[src/rtl/pc_redirect_unit.sv]
// Fetch PC register and next-PC selector with stall-safe redirect holding.
// Optional branch statistics counters are enabled by defining BR_STAT_EN.
module pc_redirect_unit #(
    parameter logic [31:0] RESET_PC = 32'h0000_3000
`ifdef BR_STAT_EN
    ,
    parameter int CNT_W = 16
`endif
) (
    input  logic        clk,
    input  logic        reset_n,
    input  logic        stall,
    input  logic        br_d,
    input  logic        br_ne_d,
    input  logic        cmp_eq_d,
    input  logic [15:0] imm16_d,
    input  logic        j_d,
    input  logic [25:0] idx26_d,
    input  logic        jr_d,
    input  logic [31:0] jr_tgt_d,
    input  logic [31:0] pc_d,
    output logic [31:0] pc_f,
    output logic [31:0] pc4_f,
    output logic        taken_q,
    output logic        misalign_q
`ifdef BR_STAT_EN
    ,
    output logic [CNT_W-1:0] br_taken_cnt,
    output logic [CNT_W-1:0] br_total_cnt
`endif
);

    typedef enum logic [0:0] {
        RUN  = 1'b0,
        HOLD = 1'b1
    } state_e;

    state_e      state_q;
    logic [31:0] pc_q;
    logic [31:0] pend_tgt_q;
    logic        br_redir_s;
    logic        redir_s;
    logic [31:0] br_off_s;
    logic [31:0] tgt_s;

    // Redirect decision and target selection, jr > j > branch
    always_comb begin
        br_redir_s = br_d & (cmp_eq_d ^ br_ne_d);
        redir_s    = jr_d | j_d | br_redir_s;
        br_off_s   = {{14{imm16_d[15]}}, imm16_d, 2'b00};
        if (jr_d) begin
            tgt_s = {jr_tgt_d[31:2], 2'b00};
        end else if (j_d) begin
            tgt_s = {pc_d[31:28], idx26_d, 2'b00};
        end else begin
            tgt_s = pc_d + 32'd4 + br_off_s;
        end
    end

    // PC register and RUN/HOLD control; HOLD remembers a redirect made while stalled
    always_ff @(posedge clk) begin
        if (!reset_n) begin
            state_q    <= RUN;
            pc_q       <= {RESET_PC[31:2], 2'b00};
            pend_tgt_q <= 32'h0000_0000;
            taken_q    <= 1'b0;
            misalign_q <= 1'b0;
        end else begin
            if (jr_d && (jr_tgt_d[1:0] != 2'b00)) begin
                misalign_q <= 1'b1;
            end
            case (state_q)
                RUN: begin
                    if (!stall) begin
                        pc_q    <= redir_s ? tgt_s : (pc_q + 32'd4);
                        taken_q <= redir_s;
                    end else begin
                        taken_q <= 1'b0;
                        if (redir_s) begin
                            pend_tgt_q <= tgt_s;
                            state_q    <= HOLD;
                        end
                    end
                end
                HOLD: begin
                    if (stall) begin
                        taken_q <= 1'b0;
                        // A re-evaluated decision carries fresher forwarded operands
                        if (redir_s) begin
                            pend_tgt_q <= tgt_s;
                        end
                    end else begin
                        pc_q    <= redir_s ? tgt_s : pend_tgt_q;
                        taken_q <= 1'b1;
                        state_q <= RUN;
                    end
                end
                default: begin
                    state_q <= RUN;
                    taken_q <= 1'b0;
                end
            endcase
        end
    end

    assign pc_f  = pc_q;
    assign pc4_f = pc_q + 32'd4;

`ifdef BR_STAT_EN
    logic [CNT_W-1:0] taken_cnt_q;
    logic [CNT_W-1:0] total_cnt_q;

    // Saturating branch statistics, counted only on cycles where pc_f loads
    always_ff @(posedge clk) begin
        if (!reset_n) begin
            taken_cnt_q <= '0;
            total_cnt_q <= '0;
        end else if (!stall && br_d) begin
            if (total_cnt_q != {CNT_W{1'b1}}) begin
                total_cnt_q <= total_cnt_q + CNT_W'(1);
            end
            if (br_redir_s && (taken_cnt_q != {CNT_W{1'b1}})) begin
                taken_cnt_q <= taken_cnt_q + CNT_W'(1);
            end
        end
    end

    assign br_taken_cnt = taken_cnt_q;
    assign br_total_cnt = total_cnt_q;
`endif

endmodule

[config.mk]
export PLATFORM = sky130hd
export DESIGN_NAME = pc_redirect_unit
export DESIGN_NICKNAME = d
export VERILOG_FILES = /design/src/rtl/pc_redirect_unit.sv
export SDC_FILE = /design/constraint.sdc
export NUM_CORES = 1
export LEC_CHECK = 0
export BUFFER_PORTS_ARGS = -buffer_cell sky130_fd_sc_hd__buf_2
export CELL_PAD_IN_SITES_DETAIL_PLACEMENT = 0
export CELL_PAD_IN_SITES_GLOBAL_PLACEMENT = 1
export CORE_ASPECT_RATIO = 1.2
export CORE_UTILIZATION = 38
export DETAILED_ROUTE_END_ITERATION = 16
export PLACE_DENSITY_LB_ADDON = 0.08
export SYNTH_ARGS = -nofsm -noshare
export SYNTH_HDL_FRONTEND = slang
export SYNTH_SLANG_ARGS = --single-unit
[constraint.sdc]
create_clock -name clk -period 4.8 [get_ports clk]
set_clock_uncertainty 0.05 [all_clocks]
set_input_delay 1.2 -clock clk [delete_from_list [all_inputs] [get_ports clk]]
set_output_delay 1.2 -clock clk [all_outputs]
set_load 0.03 [all_outputs]
==> run summary, run 1 <==
=================================================================================================================
Die outline width                                                                                     116 microns
Highest fanout seen on the critical path                                                                       15
P_sw                                                                                                   0.000771 W
TritonRoute pass-1 iters                                                                                        5
Final weighted congestion of routability-driven global placement                                            0.871
Worst setup timing slack at the placement stage                                                          0.374 ns
Endpoint arrival time on the critical path                                                                4.24 ns
First-pass GRT wire length                                                                           32,900 microns
Count of nets after finishing                                                                               1,108
Run status                                                                                           complete, no violations
Boundary Pins                                                                                                 180
Area Overhead vs Synth                                                                                      23.9%
Number of maximum-capacitance constraint violations                                                             0
Simple-gate share of the synthesized area                                                                   21.6%
Worst slew margin                                                                                           41.7%
Most frequent standard cell in the layout excluding fill and tap cells                               sky130_fd_sc_hd__buf_2
Post-synthesis sequential area ratio                                                                        22.6%
Mapped Nets                                                                                                   948
Highest metal layer used by the detailed router                                                              met4
# rows                                                                                                         49
Static leakage power                                                                                      3.35 nW
Total vias in the final route                                                                               6,390
Pin count of the biggest net entering global routing                                                           59
Floorplan core area                                                                                  15,100 sq um
Register Area                                                                                          1340 sq um
Hold violation count in the final report                                                                        0
Starting utilization of the core area                                                                       39.3%
Worst setup SP type                                                                                  primary input
Clock input transition at the sequential cells of the worst setup and hold paths                          0.06 ns
Number of enable flip-flop cells after synthesis                                                                0
Routed length on met1                                                                                9710 microns
Post-synthesis mux area share                                                                               3.82%
Number of buffers between clock root and the deepest sink                                                       2
Number of DRC markers in iteration 0                                                                          466
Clock network fraction of design power                                                                      34.1%
Async set-reset flop share out of synthesis                                                                    0%
Average cell area after synthesis                                                                      7.64 sq um
Inserted Clock Buffers                                                                                          9
Final routed wirelength across all metal layers                                                      20,600 microns
Total clock sinks                                                                                              67
Overall track demand over capacity in global routing                                                        26.3%
RSZ-0062 raised after global routing                                                                        false
Number of antenna repair diodes                                                                                 0
Vias in the first global route                                                                              6,108
Internal power                                                                                          0.00137 W
Full die area                                                                                        16,100 sq um
PnR Total Power                                                                                         0.00214 W
CTS HTree Levels                                                                                                3
Portion of total power attributed to combinational logic                                                    35.7%
Yosys warns                                                                                                     0
CP cell instances                                                                                    buf_2, ha_1, ha_1, a21oi_2, a211oi_1, a2111oi_4, o32ai_1, or3_1, or3_1, a32oi_1, a31oi_1
Hold Path Class                                                                                      register to register
Later-pin clock latency in the skew report                                                                0.33 ns
Number of port buffers                                                                                        179
Number of register bits inferred by synthesis                                                                  67
Placed Area                                                                                            7010 sq um
Delay of the slowest cell on the worst path                                                               0.40 ns
Footprint of the multi-input gates                                                                     4330 sq um
Setup bufs post-CTS                                                                                             0
Share of the synthesized area in compound gates (AO/OA/AOI/OAI)                                             28.5%
Fillers                                                                                                     1,553
Number of nets with antenna violations after detailed routing                                                   0
Dominant combinational cell family by area after synthesis                                           compound AO/OA/AOI/OAI gates
Die height                                                                                            139 microns
Dominant synthesized flop cell                                                                       sky130_fd_sc_hd__dfxtp_1
# setup viols final                                                                                             0
VDD IR-drop max                                                                                          0.169 mV
Netlist Area Pre-Place                                                                                 5920 sq um
Count of distinct cell types in the synthesized netlist                                                        69
Largest cells by area after synthesis                                                                sky130_fd_sc_hd__dfxtp_1 (23%), sky130_fd_sc_hd__ha_1 (12%), sky130_fd_sc_hd__o21ai_0 (5.6%)
Cell type of the slowest stage on the worst timing path                                              sky130_fd_sc_hd__ha_1
Sw Ratio                                                                                                    36.0%
CTS root buffer                                                                                      sky130_fd_sc_hd__clkbuf_16
Share of the cycle needed by the critical path after routing                                                85.3%
CTS tree                                                                                                     done
Wirelength per Cell                                                                                  18.0 microns
Power density normalized to cell area                                                                 292 nW/um^2
Quantity of hold-fixing buffers added after cts                                                                 0
Final setup slack of the worst path                                                                      0.704 ns
Fin Setup TNS                                                                                                0 ns
Fraction of layout cells with a size suffix above 1                                                         24.7%
Final Critical Period                                                                                     4.10 ns
Final-report max-slew violation count                                                                           0
Library cell with the largest summed area after synthesis                                            sky130_fd_sc_hd__dfxtp_1
Share of the synthesized area in the top cell type                                                          22.6%
Met3 wire len                                                                                        1030 microns
Final std cell area, no fill                                                                           7340 sq um
Worst Path Required                                                                                       4.95 ns
Commonest cells after routing, fill and taps aside                                                   sky130_fd_sc_hd__buf_2 (179), sky130_fd_sc_hd__nand2_1 (84), sky130_fd_sc_hd__dfxtp_1 (67)
Xor/xnor share of the synthesized area                                                                      6.51%
Global route total overflow                                                                                     0
Critical path type                                                                                   primary input to register
Category of the worst setup path capture point                                                           register
Met2 wire length                                                                                     9480 microns
Seq pwr share                                                                                               30.2%
Remaining design rule violation count                                                                           0
Maximum clock frequency                                                                                 0.244 GHz
Post-synthesis instance total                                                                                 775
Post-cts repair resize count                                                                                    0
Avg Vias per Cell                                                                                            5.59
Number of antenna violations at the first check in global routing                                               0
Detailed-placement wirelength estimate                                                               15,800 microns
Slew at the pin closest to its max-slew limit                                                            0.872 ns
Arithmetic-cell share of the synthesized area counting full adders, half adders and majority gates          12.6%
=================================================================================================================
[metal layers]
layer / up-vias / GRT usage, %
met5: - / 0
met4: 0 / 7.56
met3: 23 / 3.28
met2: 246 / 41.3
met1: 2952 / 37.2
li1: 3169 / -
[per-stage QoR]
stage | utilization [%] | instances | hold slack, ns
after floorplan | - | 775 | 0.385
after global placement | 46.5 | 1128 | 0.394
after detailed placement | 46.5 | 1128 | 0.398
after CTS | 48.7 | 1144 | 0.406
after global routing | 48.7 | 1144 | 0.419
final | 48.7 | 1144 | 0.403
[cell type report]
type                            instances  area share [%]
Clock buffer                           12            3.50
Inverter                               18           0.921
Sequential cell                        67            18.3
Multi-Input combinational cell        644            59.0
Clock inverter                          4           0.989
Timing Repair Buffer                  195            13.8
Tap cell                              204            3.48
[critical path: cells and delay by family]
family | cells | cell delay, ns
AO/OA/AOI/OAI | 6 | 1.30
adder cells (fa/ha/maj) | 2 | 0.70
buffers and inverters | 1 | 0.30
AND/OR/NAND/NOR | 2 | 0.73
[cell usage after synthesis, types with 7 or more instances]
| cell type | instances |
|---|---|
| sky130_fd_sc_hd__a211oi_1 | 11 |
| sky130_fd_sc_hd__a21boi_0 | 12 |
| sky130_fd_sc_hd__a21o_1 | 7 |
| sky130_fd_sc_hd__a21oi_1 | 57 |
| sky130_fd_sc_hd__a31oi_1 | 12 |
| sky130_fd_sc_hd__and2_1 | 10 |
| sky130_fd_sc_hd__clkbuf_1 | 40 |
| sky130_fd_sc_hd__dfxtp_1 | 67 |
| sky130_fd_sc_hd__ha_1 | 58 |
| sky130_fd_sc_hd__inv_1 | 15 |
| sky130_fd_sc_hd__mux2i_1 | 17 |
| sky130_fd_sc_hd__nand2_1 | 84 |
| sky130_fd_sc_hd__nand2b_1 | 11 |
| sky130_fd_sc_hd__nand3_1 | 26 |
| sky130_fd_sc_hd__nand4_1 | 11 |
| sky130_fd_sc_hd__nor2_1 | 62 |
| sky130_fd_sc_hd__nor2b_1 | 11 |
| sky130_fd_sc_hd__nor3_1 | 20 |
| sky130_fd_sc_hd__o211ai_1 | 12 |
| sky130_fd_sc_hd__o21a_1 | 10 |
| sky130_fd_sc_hd__o21ai_0 | 66 |
| sky130_fd_sc_hd__or3_1 | 8 |
| sky130_fd_sc_hd__xnor2_1 | 27 |
| sky130_fd_sc_hd__xor2_1 | 17 |
[power by group through the flow]
stage                     sequential (W)  clock [W]  combinational, W
after floorplan                 0.000693          0          0.000480
after global placement          0.000656          0          0.000755
after detailed placement        0.000658          0          0.000758
after CTS                       0.000646   0.000737          0.000763
after global routing            0.000655   0.000759          0.000844
final                           0.000647   0.000731          0.000765
[registers in the layout, summed over array words and instances (netlist names)]
register / cells
misalign_q: 1
pc_f: 32
pend_tgt_q: 32
state_q: 1
taken_q: 1
[cell families after synthesis]
family	after synthesis
muxes	22
buffers and inverters	64
DFF	67
and+or+nand+nor	266
AOI/OAI and AO/OA	253
adders and majority gates	59
xor gates and xnor gates	44
[worst paths after layout]
| kind | endpoint | slack [ns] | start | cells after the start |
|---|---|---|---|---|
| worst max-delay path | pc_f[31] | 0.70 | imm16_d[15] | 11 |
| worst min-delay path | pend_tgt_q[23] | 0.40 | pend_tgt_q[23] | 2 |
| worst max register to register | pc_f[28] | 2.13 | pc_f[2] | 9 |
| worst min register to register | pend_tgt_q[23] | 0.40 | pend_tgt_q[23] | 2 |
Power figures use the tool's default switching activity.
==> run 2, diff against run 1 <==
- clock period: 4.8 -> 4.3 ns (I/O delays scaled with it)
==> run 2 against run 1 <==
  * Clock power decreased by 6.4%
  * Setup slack lost 0.38 ns
  * Critical path depth rose by 3
  * Global-route usage is 0.76 points lower
  * Cell count rose by 1.2%
  * Register-to-register slack worse by 0.46 ns
  * Routed wire length up 0.62%
  * Flip-flop and latch count stayed put
  * Cell area is 0.68% higher
  * First-iteration DRC count increased by 14%
  * Via count is 1.2% higher
  * Largest cell class unchanged
==> run summary, run 2 (synthesis gave the netlist of run 1 again) <==
===============================================================================================
Run status                                                                         complete, no violations
Worst r2r src                                                                           pc_f[2]
Portion of total power attributed to combinational logic                                  38.4%
Avg Vias per Cell                                                                          5.59
Commonest cells after routing, fill and taps aside                                 sky130_fd_sc_hd__buf_2 (179), sky130_fd_sc_hd__nand2_1 (84), sky130_fd_sc_hd__dfxtp_1 (67)
Global route total overflow                                                                   0
VDD IR-drop max                                                                        0.181 mV
CP cell instances                                                                  buf_2, ha_1, ha_1, inv_1, fa_1, nor2b_1, o211ai_1, a21oi_2, o21a_1, a2111oi_0, a41o_1, a2111oi_1, nor3_1, o221a_2
Number of antenna violations at the first check in global routing                             0
# setup viols final                                                                           0
Most frequent CP cell                                                              sky130_fd_sc_hd__ha_1
Cell type of the slowest stage on the worst timing path                            sky130_fd_sc_hd__a2111oi_1
Number of cells on the critical path                                                         14
Slew at the pin closest to its max-slew limit                                          0.806 ns
Pin count of the biggest net entering global routing                                         39
Area Overhead vs Synth                                                                    24.7%
Detailed-placement wirelength estimate                                             16,100 microns
Hold violation count in the final report                                                      0
Die height                                                                          139 microns
RSZ-0062 raised after global routing                                                      false
Worst setup timing slack at the placement stage                                       0.0519 ns
Final-report max-slew violation count                                                         0
Boundary Pins                                                                               180
Endpoint arrival time on the critical path                                              4.14 ns
Full die area                                                                      16,100 sq um
Wirelength per Cell                                                                17.9 microns
Setup bufs post-CTS                                                                           0
Most frequent standard cell in the layout excluding fill and tap cells             sky130_fd_sc_hd__buf_2
First-pass GRT wire length                                                         32,100 microns
Total vias in the final route                                                             6,468
Clock network fraction of design power                                                    29.9%
Hold Path Class                                                                    register to register
Internal power                                                                        0.00143 W
Worst setup SP type                                                                primary input
Number of port buffers                                                                      179
Inserted Clock Buffers                                                                        9
TritonRoute pass-1 iters                                                                      5
Final weighted congestion of routability-driven global placement                          0.863
Worst Path Required                                                                     4.47 ns
Remaining design rule violation count                                                         0
Later-pin clock latency in the skew report                                              0.33 ns
Number of maximum-capacitance constraint violations                                           0
Delay of the slowest cell on the worst path                                             0.54 ns
Static leakage power                                                                    3.40 nW
R2r worst-path depth                                                                          9
Cell family with most CP delay                                                     compound AO/OA/AOI/OAI gates
Worst slew margin                                                                         46.2%
Floorplan core area                                                                15,100 sq um
Die outline width                                                                   116 microns
Number of nets with antenna violations after detailed routing                                 0
Sw Ratio                                                                                  37.3%
Power density normalized to cell area                                               309 nW/um^2
CTS tree                                                                                   done
# rows                                                                                       49
Starting utilization of the core area                                                     39.3%
Worst setup slack for register-to-register paths                                        1.67 ns
Number of buffers between clock root and the deepest sink                                     2
CP Buf/Inv Count                                                                              2
Final Critical Period                                                                   3.98 ns
Quantity of hold-fixing buffers added after cts                                               0
Share of the cycle needed by the critical path after routing                              92.5%
Seq pwr share                                                                             31.7%
CTS HTree Levels                                                                              3
Number of antenna repair diodes                                                               0
Highest fanout seen on the critical path                                                      4
Vias in the first global route                                                            5,982
Critical path type                                                                 primary input to register
Fin Setup TNS                                                                              0 ns
P_sw                                                                                 0.000851 W
Post-cts repair resize count                                                                  0
Fraction of layout cells with a size suffix above 1                                       25.6%
Clock input transition at the sequential cells of the worst setup and hold paths        0.05 ns
Total clock sinks                                                                            67
CTS root buffer                                                                    sky130_fd_sc_hd__clkbuf_16
Setup crit start                                                                     imm16_d[1]
Final routed wirelength across all metal layers                                    20,700 microns
Number of DRC markers in iteration 0                                                        532
Critical path capture point                                                            pc_f[19]
Category of the worst setup path capture point                                         register
Endpoint of the lowest-slack register-to-register path                                 pc_f[28]
Final setup slack of the worst path                                                    0.324 ns
Maximum clock frequency                                                               0.252 GHz
Count of nets after finishing                                                             1,122
Overall track demand over capacity in global routing                                      25.5%
===============================================================================================
-- run 2: power by group through the flow --
stage,sequential [W],clock (W),combinational [W]
floorplan,0.000774,0,0.000536
global placement,0.000733,0,0.000866
detailed placement,0.000735,0,0.000868
CTS,0.000722,0.000699,0.000874
global route,0.000730,0.000715,0.000961
finish,0.000723,0.000684,0.000876
-- run 2: per-layer routing --
layer	wire length (microns)	part of all wire (%)	vias up	track usage, %
met3	968	4.7	26	1.92
met1	9740	47	3036	35.9
li1	-	-	3201	-
met5	0	0	-	0
met4	357	1.7	0	7.15
met2	9670	47	205	41.3
-- run 2: cell type report --
| type | instances | area (sq um) |
|---|---|---|
| sequential | 67 | 1340 |
| inverter | 18 | 67.6 |
| timing repair buffer | 209 | 1120 |
| tap | 204 | 255 |
| clock inverter | 2 | 10.0 |
| multi-input combinational | 644 | 4330 |
| fill | 1574 | 7690 |
| clock buffer | 14 | 264 |
-- run 2: worst min path at each step --
stage | end | cells after the start | startpoint
after floorplan | pend_tgt_q[24] | 2 | pend_tgt_q[24]
after global placement | pend_tgt_q[24] | 2 | pend_tgt_q[24]
after detailed placement | pend_tgt_q[5] | 2 | pend_tgt_q[5]
after CTS | pend_tgt_q[5] | 2 | pend_tgt_q[5]
after global routing | pend_tgt_q[22] | 2 | pend_tgt_q[22]
final | pend_tgt_q[9] | 2 | pend_tgt_q[9]
-- run 2: metrics by stage --
step	power, W	utilization [%]	std cells	hold WS [ns]	instance area [sq um]
after floorplan	0.00131	-	775	0.385	5920
after global placement	0.00160	47.2	1142	0.394	7110
after detailed placement	0.00160	47.2	1142	0.405	7110
after CTS	0.00229	49.0	1158	0.413	7390
after global routing	0.00241	49.0	1158	0.433	7390
final	0.00228	49.0	1158	0.412	7390
-- run 2: worst min-delay path: stages, from the launching register on --
cell                       delay (ns)
sky130_fd_sc_hd__dfxtp_1         0.30
sky130_fd_sc_hd__nand2_1         0.05
sky130_fd_sc_hd__a21boi_0        0.06
==> run 3, diff against run 2 <==
- BUFFER_PORTS_ARGS: -buffer_cell sky130_fd_sc_hd__buf_2 -> -buffer_cell sky130_fd_sc_hd__buf_4
- CORE_MARGIN: not set -> 4
- REMOVE_ABC_BUFFERS: not set -> 1
==> run 3 against run 2 <==
  * Routed wire length down 0.39%
  * Via count about the same
  * Critical path depth unchanged
  * Sequential power about the same
  * Maximum frequency up 0.68%
  * Clock power up 4.8%
  * Global-route usage down 2.6 points
  * Power up 3.6%
  * Sequential share of layout area down 0.99 points
  * Count of clock-buffer cells in the layout down 3
  * Combinational power up 5.7%
  * Critical path type unchanged
==> run summary, run 3 (synthesis gave the netlist of run 1 again) <==
===============================================================================================
Fraction of layout cells with a size suffix above 1                                       25.2%
Starting utilization of the core area                                                     39.1%
Worst Path Required                                                                     4.47 ns
Category of the worst setup path capture point                                         register
Static leakage power                                                                    3.50 nW
First-pass GRT wire length                                                         32,100 microns
Fin Setup TNS                                                                              0 ns
Highest fanout seen on the critical path                                                      4
Inserted Clock Buffers                                                                        9
RSZ-0062 raised after global routing                                                      false
# setup viols final                                                                           0
Wirelength per Cell                                                                18.0 microns
Final Critical Period                                                                   3.95 ns
Count of nets after finishing                                                             1,116
Placed Area                                                                          7530 sq um
Number of nets with antenna violations after detailed routing                                 0
Number of maximum-capacitance constraint violations                                           0
Most frequent standard cell in the layout excluding fill and tap cells             sky130_fd_sc_hd__buf_4
Power density normalized to cell area                                               303 nW/um^2
Detailed-placement wirelength estimate                                             16,200 microns
Number of antenna violations at the first check in global routing                             0
Number of buffers between clock root and the deepest sink                                     2
Floorplan core area                                                                15,100 sq um
Setup bufs post-CTS                                                                           0
Final weighted congestion of routability-driven global placement                          0.859
Endpoint arrival time on the critical path                                              4.12 ns
Die outline width                                                                   122 microns
Worst setup SP type                                                                primary input
Die height                                                                          145 microns
TritonRoute pass-1 iters                                                                      5
VDD IR-drop max                                                                        0.126 mV
Final setup slack of the worst path                                                    0.351 ns
Total clock sinks                                                                            67
Critical path type                                                                 primary input to register
Commonest cells after routing, fill and taps aside                                 sky130_fd_sc_hd__buf_4 (202), sky130_fd_sc_hd__nand2_1 (84), sky130_fd_sc_hd__dfxtp_1 (67)
Worst slew margin                                                                         49.7%
Maximum clock frequency                                                               0.253 GHz
Global route total overflow                                                                   0
Area Overhead vs Synth                                                                    31.9%
Total vias in the final route                                                             6,474
Vias in the first global route                                                            6,080
Overall track demand over capacity in global routing                                      22.9%
Run status                                                                         complete, no violations
Full die area                                                                      17,700 sq um
Number of port buffers                                                                      179
Share of the cycle needed by the critical path after routing                              91.8%
Boundary Pins                                                                               180
Number of DRC markers in iteration 0                                                        579
Pin count of the biggest net entering global routing                                         59
Clock input transition at the sequential cells of the worst setup and hold paths        0.05 ns
CTS tree                                                                                   done
Fillers                                                                                   1,571
Hold Path Class                                                                    register to register
Final std cell area, no fill                                                         7810 sq um
Final-report max-slew violation count                                                         0
CTS HTree Levels                                                                              3
Slew at the pin closest to its max-slew limit                                          0.751 ns
# rows                                                                                       49
Worst setup timing slack at the placement stage                                       0.0457 ns
Number of antenna repair diodes                                                               0
Avg Vias per Cell                                                                          5.63
Later-pin clock latency in the skew report                                              0.33 ns
Final routed wirelength across all metal layers                                    20,700 microns
Post-cts repair resize count                                                                  0
Remaining design rule violation count                                                         0
Quantity of hold-fixing buffers added after cts                                               0
CTS root buffer                                                                    sky130_fd_sc_hd__clkbuf_16
Hold violation count in the final report                                                      0
===============================================================================================
[run 3: final timing paths]
kind	start	end	slack, ns	cells past startpoint
min reg2reg	pend_tgt_q[23]	pend_tgt_q[23]	0.41	2
max	imm16_d[1]	pc_f[19]	0.35	14
max reg2reg	pc_f[2]	pc_f[28]	1.61	9
min	pend_tgt_q[23]	pend_tgt_q[23]	0.41	2
[run 3: metrics by stage]
stage / hold slack, ns / std cells / utilization (%) / power [W]
after floorplan: 0.385 / 729 / - / 0.00128
after global placement: 0.393 / 1136 / 49.7 / 0.00165
after detailed placement: 0.406 / 1136 / 49.7 / 0.00166
after CTS: 0.413 / 1150 / 51.6 / 0.00238
after global routing: 0.437 / 1150 / 51.6 / 0.00250
final: 0.412 / 1150 / 51.6 / 0.00237
[run 3: critical path: stages]
cell and delay [ns]:
sky130_fd_sc_hd__buf_4 0.11, sky130_fd_sc_hd__ha_1 0.27, sky130_fd_sc_hd__ha_1 0.16, sky130_fd_sc_hd__inv_1 0.05
sky130_fd_sc_hd__fa_1 0.37, sky130_fd_sc_hd__nor2b_1 0.21, sky130_fd_sc_hd__o211ai_1 0.15, sky130_fd_sc_hd__a21oi_2 0.25
sky130_fd_sc_hd__o21a_1 0.22, sky130_fd_sc_hd__a2111oi_0 0.11, sky130_fd_sc_hd__a41o_1 0.22, sky130_fd_sc_hd__a2111oi_1 0.52
sky130_fd_sc_hd__nor3_1 0.13, sky130_fd_sc_hd__o221a_2 0.26
[run 3: where the power goes]
group          internal (W)  switching [W]
Sequential         0.000672      0.0000511
Clock              0.000456       0.000261
Combinational      0.000393       0.000533
Total               0.00152       0.000845
[run 3: area by class of cell]
| cell class | count | area (sq um) | area share, % |
|---|---|---|---|
| Tap cell | 204 | 255 | 3.27 |
| Multi-Input combinational cell | 644 | 4330 | 55.4 |
| Clock inverter | 3 | 40.0 | 0.512 |
| Sequential cell | 67 | 1340 | 17.2 |
| Inverter | 18 | 67.6 | 0.865 |
| Clock buffer | 11 | 243 | 3.11 |
| Timing Repair Buffer | 203 | 1540 | 19.7 |
[run 3: metal layers]
metal	track usage (%)	part of all wire [%]
met1	31.5	44
met2	38.1	48
met3	2.37	5.9
met4	6.90	2.0
met5	0	0
